### src/rtl/id_stage.sv
// Decode stage feeding the ALU: valid/ready input, registered A/B/ALUOp output.
// Optional macro ID_STAGE_ADDI_EN enables ADDI decode (otherwise ADDI is illegal).
module id_stage #(
  parameter int XLEN = 32
) (
  input  logic            clk,
  input  logic            rstn,
  input  logic            in_valid,
  output logic            in_ready,
  input  logic [31:0]     in_instr,
  input  logic [XLEN-1:0] in_pc,
  input  logic            flush,
  output logic [4:0]      rs1_addr,
  output logic [4:0]      rs2_addr,
  input  logic [XLEN-1:0] rs1_data,
  input  logic [XLEN-1:0] rs2_data,
  output logic            out_valid,
  input  logic            out_ready,
  output logic [XLEN-1:0] A,
  output logic [XLEN-1:0] B,
  output logic [4:0]      ALUOp,
  output logic [4:0]      rd,
  output logic            rd_we,
  output logic            illegal,
  output logic [31:0]     dec_count
);

  localparam logic [4:0] OP_NOP   = 5'b00000;
  localparam logic [4:0] OP_LUI   = 5'b00001;
  localparam logic [4:0] OP_AUIPC = 5'b00010;
  localparam logic [4:0] OP_ADD   = 5'b00011;

  localparam logic [6:0] OPC_LUI   = 7'b0110111;
  localparam logic [6:0] OPC_AUIPC = 7'b0010111;
  localparam logic [6:0] OPC_OP    = 7'b0110011;
  localparam logic [6:0] OPC_OPIMM = 7'b0010011;

  logic            out_valid_q, out_valid_d;
  logic [XLEN-1:0] a_q, a_d;
  logic [XLEN-1:0] b_q, b_d;
  logic [4:0]      aluop_q, aluop_d;
  logic [4:0]      rd_q, rd_d;
  logic            rd_we_q, rd_we_d;
  logic            illegal_q, illegal_d;
  logic [31:0]     dec_count_q, dec_count_d;

  logic            load, xfer;
  logic [6:0]      opcode;
  logic [2:0]      funct3;
  logic [6:0]      funct7;
  logic [XLEN-1:0] rs1_val, rs2_val, u_imm;
  logic [4:0]      dec_op;
  logic [XLEN-1:0] dec_a, dec_b;
  logic            dec_we, dec_ill;
`ifdef ID_STAGE_ADDI_EN
  logic [XLEN-1:0] i_imm;
`endif

  assign rs1_addr = in_instr[19:15];
  assign rs2_addr = in_instr[24:20];
  assign opcode   = in_instr[6:0];
  assign funct3   = in_instr[14:12];
  assign funct7   = in_instr[31:25];

  // x0 reads as zero regardless of what the register file returns
  assign rs1_val = (rs1_addr == 5'd0) ? '0 : rs1_data;
  assign rs2_val = (rs2_addr == 5'd0) ? '0 : rs2_data;
  assign u_imm   = XLEN'($signed({in_instr[31:12], 12'b0}));
`ifdef ID_STAGE_ADDI_EN
  assign i_imm   = XLEN'($signed(in_instr[31:20]));
`endif

  assign in_ready = (!out_valid_q || out_ready) && !flush;
  assign load     = in_valid && in_ready;
  assign xfer     = out_valid_q && out_ready;

  always_comb begin
    dec_op  = OP_NOP;
    dec_a   = '0;
    dec_b   = '0;
    dec_we  = 1'b0;
    dec_ill = 1'b1;
    case (opcode)
      OPC_LUI: begin
        dec_op  = OP_LUI;
        dec_b   = u_imm;
        dec_we  = 1'b1;
        dec_ill = 1'b0;
      end
      OPC_AUIPC: begin
        dec_op  = OP_AUIPC;
        dec_a   = in_pc;
        dec_b   = u_imm;
        dec_we  = 1'b1;
        dec_ill = 1'b0;
      end
      OPC_OP: begin
        if (funct3 == 3'b000 && funct7 == 7'b0000000) begin
          dec_op  = OP_ADD;
          dec_a   = rs1_val;
          dec_b   = rs2_val;
          dec_we  = 1'b1;
          dec_ill = 1'b0;
        end
      end
`ifdef ID_STAGE_ADDI_EN
      OPC_OPIMM: begin
        if (funct3 == 3'b000) begin
          dec_op  = OP_ADD;
          dec_a   = rs1_val;
          dec_b   = i_imm;
          dec_we  = 1'b1;
          dec_ill = 1'b0;
        end
      end
`else
      OPC_OPIMM: begin
        dec_ill = 1'b1;
      end
`endif
      default: begin
        dec_ill = 1'b1;
      end
    endcase
    if (in_instr[11:7] == 5'd0) begin
      dec_we = 1'b0;
    end
  end

  // Status fields are cleared whenever the stage empties so the ALU sees nop
  always_comb begin
    out_valid_d = out_valid_q;
    a_d         = a_q;
    b_d         = b_q;
    aluop_d     = aluop_q;
    rd_d        = rd_q;
    rd_we_d     = rd_we_q;
    illegal_d   = illegal_q;
    dec_count_d = xfer ? dec_count_q + 32'd1 : dec_count_q;
    if (flush || (xfer && !load)) begin
      out_valid_d = 1'b0;
      aluop_d     = OP_NOP;
      rd_we_d     = 1'b0;
      illegal_d   = 1'b0;
    end else if (load) begin
      out_valid_d = 1'b1;
      a_d         = dec_a;
      b_d         = dec_b;
      aluop_d     = dec_op;
      rd_d        = in_instr[11:7];
      rd_we_d     = dec_we;
      illegal_d   = dec_ill;
    end
  end

  always_ff @(posedge clk or negedge rstn) begin
    if (!rstn) begin
      out_valid_q <= 1'b0;
      a_q         <= '0;
      b_q         <= '0;
      aluop_q     <= OP_NOP;
      rd_q        <= 5'd0;
      rd_we_q     <= 1'b0;
      illegal_q   <= 1'b0;
      dec_count_q <= 32'd0;
    end else begin
      out_valid_q <= out_valid_d;
      a_q         <= a_d;
      b_q         <= b_d;
      aluop_q     <= aluop_d;
      rd_q        <= rd_d;
      rd_we_q     <= rd_we_d;
      illegal_q   <= illegal_d;
      dec_count_q <= dec_count_d;
    end
  end

  assign out_valid = out_valid_q;
  assign A         = a_q;
  assign B         = b_q;
  assign ALUOp     = aluop_q;
  assign rd        = rd_q;
  assign rd_we     = rd_we_q;
  assign illegal   = illegal_q;
  assign dec_count = dec_count_q;

endmodule

### config.mk
export PLATFORM = sky130hd
export DESIGN_NAME = id_stage
export DESIGN_NICKNAME = d
export VERILOG_FILES = /design/src/rtl/id_stage.sv
export SDC_FILE = /design/constraint.sdc
export NUM_CORES = 1
export LEC_CHECK = 0
export BUFFER_PORTS_ARGS = -buffer_cell sky130_fd_sc_hd__buf_2
export CAP_MARGIN = 20
export CORE_ASPECT_RATIO = 1.25
export CORE_UTILIZATION = 49
export DETAILED_ROUTE_END_ITERATION = 8
export PLACE_DENSITY = 0.87
export SYNTH_ARGS = -nofsm -noshare
export SYNTH_HDL_FRONTEND = slang
export SYNTH_SLANG_ARGS = --single-unit
### constraint.sdc
create_clock -name clk -period 2.9 [get_ports clk]
set_clock_uncertainty 0.15 [all_clocks]
set_input_delay 0 -clock clk [delete_from_list [all_inputs] [get_ports clk]]
set_output_delay 0 -clock clk [all_outputs]
set_load 0.02 [all_outputs]
# After elaboration in Yosys (flattened, before gate mapping)
# Index checks and enable logic that the tools add are counted.
[word_totals]
regBits = 109
inputBits = 133
out_inout_bits = 120
word_cells = 52
[op_classes]
addsub = 1
eq_ne = 3
mux = 21
bitwise = 1
reduce_logical = 18
[op_table]
columns = ["cell", "count"]
rows = [
  ["2-to-1 mux 32 bit", 4],
  ["one-hot mux 32 bit (2 select lines)", 2],
  ["adder 32 x 1 -> 32 bit (second input constant)", 1],
  ["zero test 5 bit", 3],
  ["== test 7 x 6 -> 1 bit (second input constant)", 2],
  ["2-to-1 mux 5 bit", 2],
  ["2-to-1 mux 1 bit", 9],
  ["== test 7 x 5 -> 1 bit (second input constant)", 1],
  ["zero test 7 bit", 1],
  ["one-hot mux 2 bit (3 select lines)", 1],
  ["logical AND 1 bit", 5],
  ["one-hot mux 1 bit (2 select lines)", 2],
  ["zero test 1 bit", 3],
  ["zero test 3 bit", 1],
  ["logical OR 1 bit", 2],
  ["2-to-1 mux 2 bit", 1],
  ["AND reduction 2 bit", 1],
  ["nonzero test 2 bit", 1],
  ["OR reduction 2 bit", 1],
  ["inverter 1 bit", 1],
]

# Depth between registers and ports, before layout
# Gate-level depths: netlist (run 1).
[depth]
word_depth = 9
ltp_mapped = 7
mapped_depth_nobuf = 6

# Least setup slack after synthesis (run 1)
# No wires, ideal clock.
[synth_timing]
path_kind = "reg-to-reg"
startpoint = "register out_valid_q, in the netlist out_valid"
endpoint = "register a_q[10], in the netlist A[10]"
setup_time_ns = 0.066
arrival_time_ns = 1.791
path_slack_ns = 0.893
stages_incl_launch_ff = 8
path_buffers = 2
period_less_slack_ns = 2.007
path_cell_list = "dfrtp_1 > nor2b_1 > or3_1 > buf_2 > nor4_4 > clkbuf_1 > a22oi_1 > nand2_1"
[synth_between]
elab_chain_len = 9
[synth_lines]
columns = ["item", "line", "text"]
rows = [
  ["from (decl)", "38", "logic out_valid_q, out_valid_d;"],
  ["from (signal assigned)", "167", "out_valid_q <= out_valid_d;"],
  ["zero test 1 bit", "73", "assign in_ready = (!out_valid_q || out_ready) && !flush;"],
  ["logical OR 1 bit", "73", ""],
  ["logical AND 1 bit", "73", ""],
  ["logical AND 1 bit", "74", "assign load = in_valid && in_ready;"],
  ["zero test 1 bit", "140", "if (flush || (xfer && !load)) begin"],
  ["logical AND 1 bit", "140", ""],
  ["logical OR 1 bit", "140", ""],
  ["inverter 1 bit (no source line)", "--", ""],
  ["AND reduction 2 bit (no source line) (*)", "--", ""],
  ["to (signal assigned)", "159", "a_q <= '0;"],
  ["to (signal assigned)", "168", "a_q <= a_d;"],
  ["to (decl)", "39", "logic [XLEN-1:0] a_q, a_d;"],
]
# Mark *: on every way between the ends. The rest lies on a longest branch, timed or not.
# A chain may end at the register's enable or synchronous reset.

# Worst setup path in the final report (run 1)
[layout_timing]
startpoint = "register out_valid_q, in the netlist out_valid"
endpoint = "register a_q[31], in the netlist A[31]"
# The elaborated chain is that of the path after synthesis.

==> run metrics, run 1 <==
Yosys reg bits=106; total CTS buffers=9; crit path capture type=flop; final max-slew violation count=0; Final Cell Area=7630 µm²; vias=5,284; max_cap viols=0; critical path fanouts, max=32; DRT iter0 DRCs=339; first-pass GRT wire length=27,800 µm; fin crit period=2.76 ns; number of flops mapped to enable cells by yosys=0; static leakage=0.00442 µW; PortBufs=249; metal3 WL=1350 µm; Syn Inst Count=468; Final period util=95.1%; status=complete, no violations; largest net degree at the start of global routing=48; Crit path required time=3.02 ns; drt total wl=17,900 µm; Flop pwr share=48.2%; syn avg cell area=10.2 µm²; synth unique cells=38; cell count along the critical path=7; Highest Signal Layer=met4; # IOs=253; commonest non-fill, non-tap cell in the layout=buf_2; internal power=2420 µW; Clk pwr share=36.3%; metal1 wirelength=6290 µm; Placed Area=6060 µm²; crit path launch=out_valid; crit path capture=A[31]; Worst R2R Path Depth=7; clk sink count=106; final setup fails=0; reg2reg setup slack=0.14 ns; Final Hold Fails=0; hpwl dp=10,300 µm; data arrival time of the critical path=2.87 ns; vias per inst=5.50; routed len/inst=18.6 µm; final-stage net count=963; worst hold start=in_instr[5]; # DRC=0; gr ovfl total=0; sequential share of the synthesized area=55.4%; core area=9560 µm²; Die Span Y=113 µm; maximum vdd drop=0.000281 V; critical path class=flop to flop; CP max-delay cell=dlygate4sd3_1; Netlist Area Pre-Place=4790 µm²; FP Rows=40; async set-reset flop share out of synthesis=100%; Routed Antenna Nets=0; CP Buf/Inv Count=2; initial antenna violation count=2; RePlAce Congestion=0.873; DR pass1 iterations=8; critical path cell sequence=nor2b_1, or3_2, nor4_4, buf_6, nand2_1, nand2_1, dlygate4sd3_1; Switching Fraction=26.4%; r2r startpoint=out_valid; postcts setup bufs=0; most frequent CP cell=nand2_1; vias in the first global route=5,540; die extent in x=90.4 µm; Max Clock Freq=0.363 GHz; overall power=3290 µW; pwr dens=431 nW/µm²; Synth Warn #=0; HP Class=input pin to flop; Rel. slew slack=29.9%; CP top delay family=simple AND/OR/NAND/NOR gates; CTS root buffer=clkbuf_16; Slew @ Worst Pin=1.05 ns; Fin Setup TNS=0 ns; clock buffer depth=2; r2r endpoint=A[31]; Tot GR Track Use=35.6%; H-tree depth=3; commonest non-fill, non-tap cells in the layout=248 x buf_2, 127 x dlygate4sd3_1, 120 x nand2_1, 106 x dfrtp_1, 32 x a22oi_1; clk slew on worst S/H paths=0.07 ns; Largest stage delay, worst path=0.59 ns; Net Sw Power=866 µW; CTS tree=built; starting density of the core=50.1%; Combinational Power Share=15.5%; WL met2=9100 µm; RSZ-0062 raised after global routing=false; ys flop type=dfrtp_1; Clock Latency Late Sink=0.34 ns; Area Overhead vs Synth=59.3%; share of layout cells above drive strength 1=34.1%; die footprint=10,200 µm²; Worst Setup Start Kind=flop
power groups by stage:
stage	Sequential, µW	Clock [µW]	Combinational, µW
2_1_floorplan	1670	0	129
3_3_place_gp	1610	0	394
3_5_place_dp	1610	0	407
4_1_cts	1580	1210	493
5_1_grt	1590	1290	538
6_report	1590	1190	509
what timing repair did:
item	4_1_cts	5_1_grt
gates resized for setup	0	2
hold endpoints to repair	123	0
endpoints found under the setup margin	0	5
hold buffers	127	0
sequential cells by signal, summed over array words and instances (netlist names):
register / count
dec_count: 32
ALUOp: 2
illegal: 1
B: 32
A: 32
rd: 5
rd_we: 1
out_valid: 1
worst reg2reg max path: stages, from the launching register on:
cell	delay, ns
dfrtp_1	0.41
nor2b_1	0.18
or3_2	0.53
nor4_4	0.31
buf_6	0.28
nand2_1	0.12
nand2_1	0.11
dlygate4sd3_1	0.59
layout make-up:
class | instances | area (µm²)
diodes | 2 | 5.00
clock buffers | 9 | 225
repair buffers | 384 | 2590
clock inverters | 6 | 58.8
multi-input cells | 321 | 1920
inverters | 7 | 26.3
fillers | 579 | 1930
flip-flops and latches | 106 | 2650
well taps | 126 | 158
layer usage:
layer | GRT usage (%) | vias to the layer above
li1 | - | 2336
met1 | 38.3 | 2517
met2 | 61.0 | 328
met3 | 10.1 | 103
met4 | 23.4 | 0
met5 | 0 | -
through the flow:
| step | instances | setup slack, ns | util (%) | hold slack, ns |
|---|---|---|---|---|
| 2_1_floorplan | 470 | 0.893 | - | -0.446 |
| 3_3_place_gp | 817 | 0.642 | 63.4 | -0.116 |
| 3_5_place_dp | 817 | 0.553 | 63.4 | -0.108 |
| 4_1_cts | 959 | 0.165 | 79.7 | 0.0287 |
| 5_1_grt | 961 | 0.0201 | 79.8 | 0.0198 |
| 6_report | 961 | 0.143 | 79.8 | 0.0322 |
synth_stat cells, drive strengths merged (2+ instances only):
library cell | instances | area share [%]
inv | 7 | 0.55
buf | 22 | 3.2
a22oi | 32 | 5.0
nand3 | 24 | 2.6
a22o | 3 | 0.55
nand2 | 120 | 9.4
nor2 | 21 | 1.6
o21ai | 4 | 0.42
xor2 | 14 | 2.6
clkbuf | 14 | 1.1
or2 | 2 | 0.26
and3 | 25 | 3.3
nor3 | 9 | 1.4
a221o | 20 | 4.2
xnor2 | 18 | 3.3
nor4 | 6 | 1.4
dfrtp | 106 | 55
or4 | 3 | 0.47
nand4 | 8 | 1.0
cell families after synthesis:
logic type,share of synthesized area (%)
AOI/OAI and AO/OA,10.3
xor gates and xnor gates,5.85
adders and majority gates,0.261
buffers and inverters,4.86
DFF,55.4
muxes,0.235
other,0.0783
and+or+nand+nor,23.0
how the worst min path moves through the flow:
stage	slack, ns	end	depth (start not counted)
after floorplan	-0.45	ALUOp[0]	0
after global placement	-0.12	B[29]	1
after detailed placement	-0.11	dec_count[24]	1
after CTS	0.03	ALUOp[1]	3
after global routing	0.02	ALUOp[1]	3
final	0.03	ALUOp[1]	3
Power figures use the tool's default switching activity.
==> run 2, diff against run 1 <==
Settings changed: CORE_UTILIZATION 49 to 50, CTS_BUF_LIST set to sky130_fd_sc_hd__clkbuf_4 sky130_fd_sc_hd__clkbuf_8, PLACE_DENSITY 0.87 to 0.89.
==> run metrics, run 2 (same netlist as run 1, synthesis figures left out) <==
postcts setup bufs=0 (unchanged); HP Class=input pin to flop (unchanged); CTS tree=built (unchanged); commonest non-fill, non-tap cells in the layout=248 x buf_2, 129 x dlygate4sd3_1, 120 x nand2_1, 106 x dfrtp_1, 32 x a22oi_1 (was 248 x buf_2, 127 x dlygate4sd3_1, 120 x nand2_1, 106 x dfrtp_1, 32 x a22oi_1); # IOs=253 (unchanged); status=complete, no violations (unchanged); total CTS buffers=9 (unchanged); die footprint=9970 µm² (was 10,200 µm²); vias in the first global route=5,697 (was 5,540); fin crit period=2.66 ns (was 2.76 ns); RSZ-0062 raised after global routing=false (unchanged); Fin Setup TNS=0 ns (unchanged); FP Rows=39 (was 40); hpwl dp=10,500 µm (was 10,300 µm); final max-slew violation count=0 (unchanged); Hold WS=0.0521 ns (was 0.0322 ns); crit path capture type=flop (unchanged); first-pass GRT wire length=28,800 µm (was 27,800 µm); Worst Setup Start Kind=flop (unchanged); commonest non-fill, non-tap cell in the layout=buf_2 (unchanged); max_cap viols=0 (unchanged); Clock Latency Late Sink=0.37 ns (was 0.34 ns); Area Overhead vs Synth=59.4% (was 59.3%); final setup fails=0 (unchanged); vias per inst=5.77 (was 5.50); largest net degree at the start of global routing=107 (was 48); maximum vdd drop=0.000260 V (was 0.000281 V); gr ovfl total=0 (unchanged); Final period util=91.6% (was 95.1%); # DRC=0 (unchanged); critical path class=flop to flop (unchanged); final-stage net count=965 (was 963); Tot GR Track Use=39.1% (was 35.6%); vias=5,561 (was 5,284); Die Span Y=111 µm (was 113 µm); clock buffer depth=2 (unchanged); core area=9220 µm² (was 9560 µm²); drt total wl=19,200 µm (was 17,900 µm); overall power=3250 µW (was 3290 µW); share of layout cells above drive strength 1=34.1% (about the same); H-tree depth=3 (unchanged); RePlAce Congestion=0.868 (was 0.873); starting density of the core=51.9% (was 50.1%); Routed Antenna Nets=0 (unchanged); pwr dens=426 nW/µm² (was 431 nW/µm²); CTS root buffer=clkbuf_8 (was clkbuf_16); Final Hold Fails=0 (unchanged); static leakage=0.00432 µW (was 0.00442 µW); Rel. slew slack=59.3% (was 29.9%); routed len/inst=20.0 µm (was 18.6 µm); die extent in x=89.5 µm (was 90.4 µm); initial antenna violation count=3 (was 2); Slew @ Worst Pin=0.611 ns (was 1.05 ns); DRT iter0 DRCs=438 (was 339); Max Clock Freq=0.377 GHz (was 0.363 GHz); clk sink count=106 (unchanged); DR pass1 iterations=9 (was 8); Crit path required time=3.06 ns (was 3.02 ns); critical path fanouts, max=10 (was 32); PortBufs=249 (unchanged); data arrival time of the critical path=2.82 ns (was 2.87 ns); clk slew on worst S/H paths=0.10 ns (was 0.07 ns)
==> run 2: cell types whose count changed in the layout (fill, tap and decap cells not counted), moves of 2 or more <==
cell and delta:
clkinv_2 -3, clkbuf_8 +9, dlygate4sd3_1 +2, clkbuf_16 -9
diode_2 +2, buf_6 -2, bufinv_16 +2
==> run 2: final cells by class <==
cell class / count / area, µm²
Clock buffer: 9 / 124
Multi-Input combinational cell: 322 / 1940
Antenna cell: 4 / 10.0
Inverter: 7 / 26.3
Fill cell: 504 / 1590
Timing Repair Buffer: 385 / 2610
Clock inverter: 7 / 124
Sequential cell: 106 / 2650
Tap cell: 123 / 154
==> run 2: worst max-delay path, stage by stage (launching register included) <==
cell           delay [ns]
dfrtp_1              0.43
nor2b_1              0.19
nor3_2               0.18
nand3_1              0.27
nor3b_4              0.55
a221o_1              0.25
dlygate4sd3_1        0.56
==> run 2: power breakdown <==
group	internal, µW	switching, µW	total [µW]
logic	260	291	551
clock network	583	533	1120
registers	1530	59.2	1590
==> run 2: worst paths after layout <==
check / startpoint / endpoint / slack, ns / depth (start not counted)
setup / recovery: out_valid / B[29] / 0.24 / 6
hold reg to reg: dec_count[31] / dec_count[31] / 0.32 / 1
setup reg to reg: out_valid / B[29] / 0.24 / 6
hold / removal: in_instr[2] / illegal / 0.05 / 4
min in group asynchronous: rstn / B[30] / 0.08 / 3
max in group asynchronous: rstn / dec_count[1] / 2.10 / 3
==> run 2: metrics by stage <==
stage               instance area (µm²)  cells  utilization, %  setup slack, ns
global placement                   6060    812            65.7            0.563
floorplan                          4800    470               -            0.893
finish                             7630    963            82.7            0.244
CTS                                7590    957            82.3           0.0801
detailed placement                 6060    812            65.7            0.442
global route                       7630    962            82.7           0.0650
==> run 2: per-layer routing <==
| metal | GRT usage (%) | share of wire (%) | up-vias |
|---|---|---|---|
| met5 | 0 | 0 | - |
| met2 | 66.2 | 50 | 428 |
| met3 | 10.9 | 8.8 | 148 |
| li1 | - | - | 2346 |
| met1 | 40.6 | 33 | 2639 |
| met4 | 27.8 | 7.6 | 0 |
==> run 2: repair_timing <==
| action | in CTS | in global routing |
|---|---|---|
| gates resized for setup | 0 | 1 |
| endpoints found under the hold margin | 187 | 0 |
| endpoints found under the setup margin | 0 | 20 |
| hold buffers | 129 | 0 |
